## config.mk

```make
export PLATFORM = sky130hd
export DESIGN_NAME = w_serial_adder_ctrl
export DESIGN_NICKNAME = d
export VERILOG_FILES = /design/src/rtl/w_serial_adder_ctrl.sv
export SDC_FILE = /design/constraint.sdc
export NUM_CORES = 1
export LEC_CHECK = 0
export CELL_PAD_IN_SITES_DETAIL_PLACEMENT = 0
export CELL_PAD_IN_SITES_GLOBAL_PLACEMENT = 1
export CORE_MARGIN = 4
export CORE_UTILIZATION = 39
export CTS_CLUSTER_DIAMETER = 150
export CTS_CLUSTER_SIZE = 24
export DETAILED_ROUTE_END_ITERATION = 10
export PLACE_DENSITY = 0.88
export SKIP_LAST_GASP = 1
export SYNTH_ARGS = -nofsm -noshare
export SYNTH_HDL_FRONTEND = slang
export SYNTH_SLANG_ARGS = --single-unit
```

## constraint.sdc

```tcl
create_clock -name CLK -period 3.54 [get_ports CLK]
set_input_delay 0.354 -clock CLK [delete_from_list [all_inputs] [get_ports CLK]]
set_output_delay 0.354 -clock CLK [all_outputs]
set_load 0.005 [all_outputs]
```

## src/rtl/w_serial_adder_ctrl.sv

```systemverilog
// w_serial_adder_ctrl: nibble-serial add/sub controller driving one external 4-bit adder
module w_serial_adder_ctrl #(
   parameter int NIBBLES = 4
) (
   input  logic                   CLK,
   input  logic                   RST_N,
   input  logic                   Start,
   input  logic                   Sub,
   input  logic                   CarryIn,
   input  logic [4*NIBBLES-1:0]   OpA,
   input  logic [4*NIBBLES-1:0]   OpB,
   output logic [3:0]             AdderA,
   output logic [3:0]             AdderB,
   output logic                   AdderCin,
   input  logic [3:0]             AdderSum,
   input  logic                   AdderCout,
   output logic                   Busy,
   output logic                   Done,
   output logic [4*NIBBLES-1:0]   Result,
   output logic                   CarryOut,
   output logic                   Overflow
);
   typedef enum logic [1:0] {IDLE, RUN, DONE} state_t;
   state_t state;
   logic [4*NIBBLES-1:0] a, b;
   logic sub, carry, run, last;
   logic [2:0] idx;
   assign run = state == RUN;
   assign last = idx == 3'(NIBBLES - 1);
   // adder drive: current nibble of the latched operands, B inverted for subtraction
   always_comb begin
      AdderA = run ? a[idx*4 +: 4] : 4'h0;
      AdderB = run ? b[idx*4 +: 4] ^ {4{sub}} : 4'h0;
      AdderCin = run ? carry : 1'b0;
   end
   // sequencer: latch on Start, ripple one nibble per clock, pulse Done
   always_ff @(posedge CLK) begin
      if (!RST_N) begin
         state <= IDLE;
         Busy <= 1'b0;
         Done <= 1'b0;
         Result <= '0;
         CarryOut <= 1'b0;
         Overflow <= 1'b0;
         a <= '0;
         b <= '0;
         sub <= 1'b0;
         carry <= 1'b0;
         idx <= '0;
      end else begin
         case (state)
            RUN: begin
               Result[idx*4 +: 4] <= AdderSum;
               carry <= AdderCout;
               idx <= idx + 3'd1;
               if (last) begin
                  state <= DONE;
                  Busy <= 1'b0;
                  Done <= 1'b1;
                  CarryOut <= AdderCout;
                  Overflow <= (AdderA[3] == AdderB[3]) && (AdderSum[3] != AdderA[3]);
               end
            end
            default: begin
               Done <= 1'b0;
               if (Start) begin
                  a <= OpA;
                  b <= OpB;
                  sub <= Sub;
                  carry <= Sub | CarryIn;
                  idx <= '0;
                  state <= RUN;
                  Busy <= 1'b1;
               end else begin
                  state <= IDLE;
               end
            end
         endcase
      end
   end
endmodule

```

==> summary.md, run 1 <==
| Metric | Value |
|---|---|
| Die boundary width | ~90 um |
| Critical path fanouts, max | 14 |
| Root buffer selected by CTS | sky130_fd_sc_hd__clkbuf_8 |
| Final-layout fill cell count | 653 |
| Final routed wire length divided by cell count | 14.3 um |
| Drt first-iter violations | 60 |
| Worst-case setup margin in the final layout | approximately 0.67 ns |
| Distinct cell type count after synthesis | 33 |
| Fraction of layout cells with a size suffix above 1 | 0.0551 |
| Vias in the first global route | between 2k and 2.5k |
| Area of all placed cells without fillers | about 3600 um2 |
| Cells taking the most area after synthesis | sky130_fd_sc_hd__dfxtp_1, sky130_fd_sc_hd__a21boi_0, sky130_fd_sc_hd__nand2_1, sky130_fd_sc_hd__mux4_1, sky130_fd_sc_hd__mux2i_1 |
| Peak clock frequency supported by timing | about 350 MHz |
| I/O Pins | 71 |
| Worst r2r src | idx[0] |
| Wire length of the first global-routing pass | around 10,000 um |
| Pin count of the biggest net entering global routing | 40 |
| Total standard cell area after synthesis | 2690 um2 |
| Final period utilization | 0.811 |
| Power density over the cells | roughly 440 nW/um2 |
| Dominant combinational cell family by area after synthesis | simple AND/OR/NAND/NOR gates |
| Detailed-route vias per instance | slightly below 5 |
| Placeable core region | 6760 um2 |
| Later-pin clock latency in the skew report | 0.35 ns |
| Number of cells after detailed placement | 427 |
| Count of unresolved DRC violations after routing | 0 |
| Combinational share of power | 0.124 |
| Count of synthesis-stage warnings from yosys | 0 |
| Sequential fraction of design power | 0.445 |
| Unrepaired setup endpoints after global routing | no |
| Total of cells resized after clock tree synthesis | 0 |
| Router iterations before antenna repair | 4 |
| Post-layout total power | 1.60 mW |
| Post-layout utilization of the core | 0.539 |
| Post-synthesis adder-cell area fraction | 0.0186 |
| MaxCap Viol Count | 0 |
| Antenna Violating Nets Remaining | 0 |
| Syn-to-layout area delta | 35.4% |
| Start point of the worst hold path | a[5] |
| Sum of overflow across all layers after global routing | 0 |
| Total Wirelength | roughly 6300 um |
| Launch point of the critical path | idx[0] |
| Switching power as a share of total power | 0.241 |
| Largest voltage drop on the vdd net | approximately 0.17 mV |
| Y dimension of the die | 91.1 um |
| Simple-gate share of the synthesized area | 0.235 |
| Max-slew violations | 0 |
| # setup viols final | 0 |
| Final hold violation count | 0 |
| TritonCTS buffer count | 9 |
| Synthesized-area fraction occupied by ao, oa, aoi and oai cells | 0.131 |
| Hold-fix buffer count after cts | 0 |
| Number of instances in the synthesized netlist | 295 |
| Level count of the clock H-tree | 3 |
| Total routing usage reported by global routing | 0.156 |
| Leakage power | 1.41 nW |
| Portion of the post-synthesis area used by sequential elements | 0.439 |
| Number of storage elements in the synthesis netlist | 59 |
| Nets in the synthesized netlist | 341 |
| Port bufs | 70 |
| RD Place Congestion | 0.785 |
| TritonCTS clock tree | built |
| Count of standard-cell rows | 30 |
| Multiplexer area fraction after synthesis | 0.124 |
| Final HPWL from detailed placement | 4480 um |
| Post-CTS Setup Bufs | 0 |
| Avg Synthesized Cell Area | between 9 and 10 um2 |
| Initial core utilization | 0.398 |
| Crit path DAT | 2.52 ns |
| Reg clk slew, reported paths | roughly 0.060 ns |
| Xor and xnor fraction of the mapped netlist area | 0.0130 |
| Antenna fix cells | 0 |
| Number of nets in the layout | 404 |
| Result of the run | complete, no violations |
| Type of element launching the critical path | register |
| Slew at the pin closest to its max-slew limit | ~1.1 ns |
| Library cell occupying the most area in the post-synthesis netlist | sky130_fd_sc_hd__dfxtp_1 |
| Path class of the lowest-slack min-delay path | reg2reg |
| Kind of end point of the critical path | output port |
| Detailed-route via count | roughly 2.2k |
| Top-area cell type share of the netlist area | 0.439 |
| Internal power of the cells | 1.22 mW |
| Max_slew headroom | 0.231 |
| Net switching power of the design | 0.386 mW |
| Largest clock skew in the final design | 0.00999 ns |
| Number of antenna violations at the first check in global routing | 0 |
| Cell area after placement | 3420 um2 |
| WS Path Type | reg2out |
| Final cell count without fillers | 443 |
| TNS Setup | 0 ns |
| Critical path data required time | 3.19 ns |
| Hold slack | 0.456 ns |
| Pre-CTS worst setup slack | 0.828 ns |
| Die area | 8290 um2 |
| Number of sinks on the clock net | 59 |
| Final critical path time including I/O delays and setup | 2.87 ns |
| Maximum root-to-sink buffer count | 2 |
| Clock group share of total power | 0.431 |
[final timing paths]
path	endpoint	depth (start not counted)	slack, ns
worst max-delay path	AdderB[2]	5	0.67
worst min-delay path	a[5]	2	0.46
worst max register to register	Result[10]	8	0.84
worst min register to register	a[5]	2	0.46
[cells by family (layout without fill, tap and decap cells)]
logic type / Yosys count / after routing
mux: 22 / 22
buf+inv: 24 / 92
simple gates: 135 / 135
fa+ha+maj: 4 / 4
compound gates: 47 / 47
flops: 59 / 59
xor+xnor: 4 / 4
[power by group through the flow]
| stage | clock (mW) | sequential [mW] | combinational [mW] |
|---|---|---|---|
| after floorplan | 0 | 0.719 | 0.118 |
| after global routing | 0.735 | 0.717 | 0.219 |
| after global placement | 0 | 0.728 | 0.197 |
| final | 0.692 | 0.714 | 0.198 |
| after detailed placement | 0 | 0.729 | 0.200 |
| after CTS | 0.704 | 0.714 | 0.201 |
[cell type report]
cell class	count	area, um2	share of cell area
multi-input cells	212	1400	0.385
flip-flops and latches	59	1180	0.324
repair buffers	72	716	0.196
clock buffers	10	138	0.0378
well taps	80	100	0.0275
clock inverters	6	88.8	0.0244
inverters	4	15.0	0.00412
[critical path, stage by stage, from the launching register on]
cell and delay (ns):
sky130_fd_sc_hd__dfxtp_1 0.72, sky130_fd_sc_hd__mux4_1 0.63, sky130_fd_sc_hd__nand2_1 0.09, sky130_fd_sc_hd__xor2_1 0.08
sky130_fd_sc_hd__nor2_1 0.13, sky130_fd_sc_hd__clkdlybuf4s50_1 0.52
[state kept, by name (all words and copies together) (netlist names)]
signal and cells:
state 2, Done 1, Result 16, sub 1
Busy 1, carry 1, a 16, b 16
idx 3, Overflow 1, CarryOut 1
[cells in the mapped netlist, drive strengths merged]
master	count
a211oi	1
a21boi	39
a21oi	1
a31oi	1
and2	4
and2b	1
and3	4
buf	7
clkbuf	13
clkinv	1
dfxtp	59
ha	4
inv	3
mux2i	15
mux4	7
nand2	77
nand2b	1
nand3	8
nand4	1
nor2	11
nor2b	19
nor3b	1
nor4	1
o211a	1
o21a	1
o21ai	2
o22ai	1
or2	1
or2b	1
or3	5
xnor2	1
xor2	3
[cell usage in the layout, fill, tap and decap left out, types with 2 or more instances in the layout]
cell	instances
sky130_fd_sc_hd__nand2_1	77
sky130_fd_sc_hd__xor2_1	3
sky130_fd_sc_hd__a21boi_0	39
sky130_fd_sc_hd__clkdlybuf4s50_1	70
sky130_fd_sc_hd__clkinvlp_4	2
sky130_fd_sc_hd__mux4_1	7
sky130_fd_sc_hd__and3_1	4
sky130_fd_sc_hd__nor2_1	11
sky130_fd_sc_hd__dfxtp_1	59
sky130_fd_sc_hd__nor2b_1	19
sky130_fd_sc_hd__or3_1	5
sky130_fd_sc_hd__inv_1	3
sky130_fd_sc_hd__nand3_1	8
sky130_fd_sc_hd__bufinv_16	2
sky130_fd_sc_hd__mux2i_1	15
sky130_fd_sc_hd__clkbuf_8	10
sky130_fd_sc_hd__and2_1	4
sky130_fd_sc_hd__buf_4	2
sky130_fd_sc_hd__o21ai_0	2
sky130_fd_sc_hd__ha_1	4
[per-layer routing]
| layer | vias up | wire [um] | track usage |
|---|---|---|---|
| li1 | 1117 | - | - |
| met1 | 1010 | 2840 | 0.184 |
| met2 | 45 | 3080 | 0.261 |
| met3 | 12 | 304 | 0.0514 |
| met4 | 0 | 112 | 0.0666 |
| met5 | - | 0 | 0 |
No activity file was read; power rests on OpenSTA's default activity.
==> inputs of run 2 (changes only) <==
- CORE_UTILIZATION: 39 -> 36
- PLACE_DENSITY: 0.88 -> 0.82
- clock period: 3.54 -> 2.9 ns (I/O delays scaled with it)
==> summary.md, run 2 (synthesis gave the netlist of run 1 again) <==
| Metric | Value |
|---|---|
| Total Wirelength | 6310 um (-0.52%) |
| Final cell count without fillers | 465 (+5.0%) |
| Start point of the worst hold path | Result[6] |
| Largest voltage drop on the vdd net | 0.203 mV (+19%) |
| Later-pin clock latency in the skew report | 0.33 ns (-0.02 ns) |
| Cell depth of the worst hold path | 2 (unchanged) |
| Endpoint of the worst register-to-register path | Result[8] |
| Final critical path time including I/O delays and setup | 2.69 ns |
| Max-slew violations | 0 (unchanged) |
| Root buffer selected by CTS | sky130_fd_sc_hd__clkbuf_8 |
| WS Path Type | reg2out |
| Met1 layer usage reported by global route | 0.196 (+0.0118) |
| Level count of the clock H-tree | 3 (unchanged) |
| Number of nets in the layout | 407 (+0.74%) |
| TritonCTS buffer count | 9 (unchanged) |
| Port bufs | 70 (unchanged) |
| Syn-to-layout area delta | 35.1% |
| Slew at the pin closest to its max-slew limit | 0.532 ns (-0.617 ns) |
| Pin count of the biggest net entering global routing | 52 (+30%) |
| Area of all placed cells without fillers | 3630 um2 (-0.21%) |
| Antenna fix cells | 0 (unchanged) |
| MaxCap Viol Count | 0 (unchanged) |
| Die area | 8920 um2 (+7.6%) |
| Type of element launching the critical path | register |
| Total routing usage reported by global routing | 0.152 (-0.00468) |
| Router iterations before antenna repair | 5 (+1) |
| Antenna Violating Nets Remaining | 0 (unchanged) |
| Vias in the first global route | 2,152 (-0.60%) |
| Number of cells after detailed placement | 449 (+5.2%) |
| Max_slew headroom | 0.646 (+0.414) |
| Critical path data required time | 2.61 ns (-0.58 ns) |
| Drt first-iter violations | 72 (+20%) |
| Hold-fix buffer count after cts | 0 (unchanged) |
| Post-CTS Setup Bufs | 0 (unchanged) |
| Worst hold endpoint | Result[6] |
| Final period utilization | 0.928 |
| Cell area after placement | 3460 um2 (+1.4%) |
| Sum of overflow across all layers after global routing | 0 (unchanged) |
| Final hold violation count | 0 (unchanged) |
| Result of the run | complete, no violations |
| Count of unresolved DRC violations after routing | 0 (unchanged) |
| Final routed wire length divided by cell count | 13.6 um (-5.2%) |
| TritonCTS clock tree | built |
| Worst-case setup margin in the final layout | 0.210 ns (-0.459 ns) |
| Internal reg-to-reg setup slack | 0.35 ns (-0.49 ns) |
| TNS Setup | 0 ns (unchanged) |
| Number of sinks on the clock net | 59 (unchanged) |
| Maximum root-to-sink buffer count | 2 (unchanged) |
| Leakage power | 1.41 nW (-0.19%) |
| RD Place Congestion | 0.773 (-1.5%) |
| Placeable core region | 7250 um2 (+7.4%) |
| I/O Pins | 71 (unchanged) |
| Met3 usage in global routing | 0.0287 (-0.0227) |
| Path depth of the worst reg2reg path | 8 (unchanged) |
| Unrepaired setup endpoints after global routing | no |
| Fraction of layout cells with a size suffix above 1 | 0.0546 (-0.000452) |
| Kind of end point of the critical path | output port |
| Met2 Resource Use GR | 0.246 (-0.0141) |
| Reg clk slew, reported paths | 0.06 ns (about the same) |
| Final HPWL from detailed placement | 4560 um (+1.9%) |
| Count of standard-cell rows | 31 (+3.3%) |
| Post-layout total power | 1.77 mW (+11%) |
| Largest clock skew in the final design | 0.00474 ns (-0.00525 ns) |
| Highest-count cells in the layout ignoring fill and taps | sky130_fd_sc_hd__nand2_1, sky130_fd_sc_hd__clkdlybuf4s50_1, sky130_fd_sc_hd__dfxtp_1 |
| Post-layout utilization of the core | 0.501 (-0.0380) |
| Most common library cell in the layout ignoring fill and taps | sky130_fd_sc_hd__nand2_1 |
| Hold slack | 0.457 ns (+0.000771 ns) |
| Leading registers by flop count | Result x16, a x16, b x16 |
| Power density over the cells | 488 nW/um2 (+11%) |
| Initial core utilization | 0.371 (-0.0273) |
| Worst r2r src | idx[0] |
| Peak clock frequency supported by timing | 372 MHz |
| Busiest metal layer after global routing | met2 |
| Critical path fanouts, max | 11 (-3) |
| Number of antenna violations at the first check in global routing | 0 (unchanged) |
| Die boundary width | 94.4 um (+3.7%) |
| Wire length of the first global-routing pass | 10,500 um (+2.4%) |
| Detailed-route via count | 2,156 (-1.3%) |
| Crit path DAT | 2.40 ns (-0.12 ns) |
| Pre-CTS worst setup slack | 0.395 ns (-0.433 ns) |
| # setup viols final | 0 (unchanged) |
| Path class of the lowest-slack min-delay path | reg2reg |
| Total of cells resized after clock tree synthesis | 0 (unchanged) |
| Y dimension of the die | 94.4 um (+3.7%) |
| Detailed-route vias per instance | 4.64 (-6.0%) |
## run 2: changes by cell type in the layout (fill, tap and decap cells not counted)
| cell | previous run | this run |
|---|---|---|
| sky130_fd_sc_hd__buf_4 | 2 | 5 |
| sky130_fd_sc_hd__clkinvlp_4 | 2 | 0 |
| sky130_fd_sc_hd__bufinv_16 | 2 | 0 |
| sky130_fd_sc_hd__clkbuf_8 | 10 | 11 |
| sky130_fd_sc_hd__clkinv_2 | 1 | 2 |
| sky130_fd_sc_hd__clkbuf_1 | 0 | 3 |
| sky130_fd_sc_hd__clkinv_4 | 1 | 0 |
## run 2: worst max-delay path by stage
stage | start | endpoint | slack [ns] | cells past startpoint
final | idx[0] | AdderA[3] | 0.21 | 5
after global routing | idx[0] | AdderB[1] | 0.08 | 5
after CTS | idx[0] | AdderA[3] | 0.20 | 5
after detailed placement | idx[0] | Result[8] | 0.39 | 8
after global placement | idx[0] | Result[11] | 0.48 | 8
after floorplan | idx[0] | Result[10] | 0.67 | 10
## run 2: power breakdown
group          internal, mW  switching, mW  leakage [nW]
Clock                 0.355          0.303        0.0905
Combinational         0.135          0.112         0.837
Sequential            0.847         0.0215         0.482
Total                  1.34          0.437          1.41
## run 2: critical path, stage by stage (launching register included)
cell and delay (ns):
sky130_fd_sc_hd__dfxtp_1 0.60, sky130_fd_sc_hd__buf_4 0.24, sky130_fd_sc_hd__mux4_1 0.56, sky130_fd_sc_hd__nand3_1 0.16
sky130_fd_sc_hd__inv_1 0.07, sky130_fd_sc_hd__clkdlybuf4s50_1 0.44
## run 2: routing by layer
layer  share of wire  vias up
met5               0        -
met4           0.021        0
met3           0.034       13
met2            0.47       39
met1            0.47      987
li1                -     1117
## run 2: area by class of cell
class	count	area [um2]
clock buffer	14	163
clock inverter	2	10.0
fill	720	3620
inverter	4	15.0
multi-input combinational	212	1400
sequential	59	1180
tap	99	124
timing repair buffer	75	738
==> inputs of run 3 (changes only) <==
- CORE_UTILIZATION: 36 -> 30
- PLACE_DENSITY: 0.82 -> 0.71
- RECOVER_POWER: not set -> 100
==> summary.md, run 3 (synthesis gave the netlist of run 1 again) <==
| Metric | Value |
|---|---|
| Result of the run | complete, no violations |
| Area of all placed cells without fillers | 3700 um2 (+1.8%) |
| Final period utilization | 0.939 (+0.0117) |
| Peak clock frequency supported by timing | 367 MHz (-1.2%) |
| Detailed-route via count | 2,148 (-0.37%) |
| Leading registers by flop count | Result x16, a x16, b x16 |
| Placeable core region | 8720 um2 (+20%) |
| Syn-to-layout area delta | 37.6% |
| TNS Setup | 0 ns (unchanged) |
| WS Path Type | reg2out |
| Internal reg-to-reg setup slack | 0.41 ns (+0.06 ns) |
| Y dimension of the die | 103 um (+8.7%) |
| Antenna Violating Nets Remaining | 0 (unchanged) |
| I/O Pins | 71 (unchanged) |
| Start point of the worst hold path | Result[4] |
| Number of sinks on the clock net | 59 (unchanged) |
| Met1 layer usage reported by global route | 0.178 (-0.0172) |
| Drt first-iter violations | 78 (+8.3%) |
| MaxCap Viol Count | 0 (unchanged) |
| Worst r2r src | idx[0] |
| Post-CTS Setup Bufs | 0 (unchanged) |
| Largest voltage drop on the vdd net | 0.233 mV (+15%) |
| Wire length of the first global-routing pass | 10,700 um (+2.1%) |
| Leakage power | 1.51 nW (+7.0%) |
| Endpoint of the worst register-to-register path | Result[10] |
| Most common library cell in the layout ignoring fill and taps | sky130_fd_sc_hd__nand2_1 |
| Total routing usage reported by global routing | 0.135 (-0.0169) |
| Hold slack | 0.462 ns (+0.00504 ns) |
| Total of cells resized after clock tree synthesis | 0 (unchanged) |
| Final critical path time including I/O delays and setup | 2.72 ns (+0.0339 ns) |
| Number of antenna violations at the first check in global routing | 0 (unchanged) |
| Cell area after placement | 3470 um2 (+0.33%) |
| Root buffer selected by CTS | sky130_fd_sc_hd__clkbuf_8 |
| TritonCTS clock tree | built |
| Final routed wire length divided by cell count | 14.0 um (+3.1%) |
| Pin count of the biggest net entering global routing | 60 (+15%) |
| Met2 Resource Use GR | 0.209 (-0.0379) |
| Post-layout total power | 2.03 mW (+14%) |
| Detailed-route vias per instance | 4.53 (-2.3%) |
| Unrepaired setup endpoints after global routing | no |
| Number of cells after detailed placement | 458 (+2.0%) |
| Reg clk slew, reported paths | 0.07 ns (about the same) |
| Router iterations before antenna repair | 4 (-1) |
| Type of element launching the critical path | register |
| Level count of the clock H-tree | 3 (unchanged) |
| Max-slew violations | 0 (unchanged) |
| Final cell count without fillers | 474 (+1.9%) |
| Cell depth of the worst hold path | 2 (unchanged) |
| Hold-fix buffer count after cts | 0 (unchanged) |
| Max_slew headroom | 0.0433 (-0.602) |
| Fraction of layout cells with a size suffix above 1 | 0.0546 (unchanged) |
| Port bufs | 70 (unchanged) |
| Die boundary width | 103 um (+8.7%) |
| Count of standard-cell rows | 34 (+9.7%) |
| Critical path data required time | 2.61 ns (about the same) |
| Antenna fix cells | 0 (unchanged) |
| Slew at the pin closest to its max-slew limit | 1.44 ns (+0.903 ns) |
| Number of nets in the layout | 407 (unchanged) |
| Initial core utilization | 0.308 (-0.0624) |
| Kind of end point of the critical path | output port |
| Path class of the lowest-slack min-delay path | reg2reg |
| Busiest metal layer after global routing | met2 |
| Crit path DAT | 2.43 ns (+0.03 ns) |
| Met3 usage in global routing | 0.0487 (+0.0200) |
| Count of unresolved DRC violations after routing | 0 (unchanged) |
| Final HPWL from detailed placement | 4750 um (+4.1%) |
| # setup viols final | 0 (unchanged) |
| Die area | 10,500 um2 (+18%) |
| TritonCTS buffer count | 9 (unchanged) |
| Highest-count cells in the layout ignoring fill and taps | sky130_fd_sc_hd__nand2_1, sky130_fd_sc_hd__dfxtp_1, sky130_fd_sc_hd__clkdlybuf4s50_1 |
| Final hold violation count | 0 (unchanged) |
| Worst hold endpoint | Result[4] |
| Vias in the first global route | 2,136 (-0.74%) |
| Total Wirelength | 6630 um (+5.1%) |
| Power density over the cells | 548 nW/um2 (+12%) |
| Maximum root-to-sink buffer count | 2 (unchanged) |
| Critical path fanouts, max | 11 (unchanged) |
| Sum of overflow across all layers after global routing | 0 (unchanged) |
| Largest clock skew in the final design | 0.00856 ns (+0.00382 ns) |
| Path depth of the worst reg2reg path | 8 (unchanged) |
| RD Place Congestion | 0.745 (-3.6%) |
| Later-pin clock latency in the skew report | 0.34 ns (about the same) |
-- run 3: cell count changes in the layout (fill, tap and decap cells not counted), sizes merged --
| cell | change |
|---|---|
| bufinv | +3 |
| buf | -2 |
| clkinvlp | +1 |
| clkdlybuf4s50 | -24 |
| clkinv | -2 |
| dlygate4sd3 | +24 |
-- run 3: metrics by stage --
stage,worst slack (ns),utilization
after global routing,0.0380,0.424
after global placement,0.494,0.398
final,0.176,0.424
after CTS,0.173,0.426
after floorplan,0.669,-
after detailed placement,0.349,0.398
-- run 3: layout make-up --
cell class / count / area (um2)
inverter: 4 / 15.0
multi-input combinational: 212 / 1400
fill: 872 / 5020
tap: 108 / 135
sequential: 59 / 1180
clock buffer: 12 / 145
clock inverter: 4 / 97.6
timing repair buffer: 75 / 732
-- run 3: report_power, final --
group / switching (mW) / total [mW] / internal (mW)
combinational: 0.111 / 0.241 / 0.130
clock: 0.323 / 0.919 / 0.595
sequential: 0.0217 / 0.869 / 0.847
-- run 3: worst max-delay path by stage --
stage	from	end	slack (ns)	cells after the start
final	idx[0]	AdderA[2]	0.18	4
after global routing	idx[0]	AdderA[0]	0.04	4
after CTS	idx[0]	AdderA[3]	0.17	5
after detailed placement	idx[0]	Result[9]	0.35	8
after global placement	idx[0]	Result[9]	0.49	8
after floorplan	idx[0]	Result[10]	0.67	10
-- run 3: routing by layer --
metal,vias to the layer above,wire length [um]
met5,-,0
met4,0,76
met3,7,241
met2,30,3150
met1,990,3160
li1,1121,-
-- run 3: worst max-delay path: stages, from the launching register on --
cell	delay [ns]
sky130_fd_sc_hd__dfxtp_1	0.57
sky130_fd_sc_hd__buf_4	0.23
sky130_fd_sc_hd__mux4_1	0.54
sky130_fd_sc_hd__and3_1	0.19
sky130_fd_sc_hd__dlygate4sd3_1	0.57
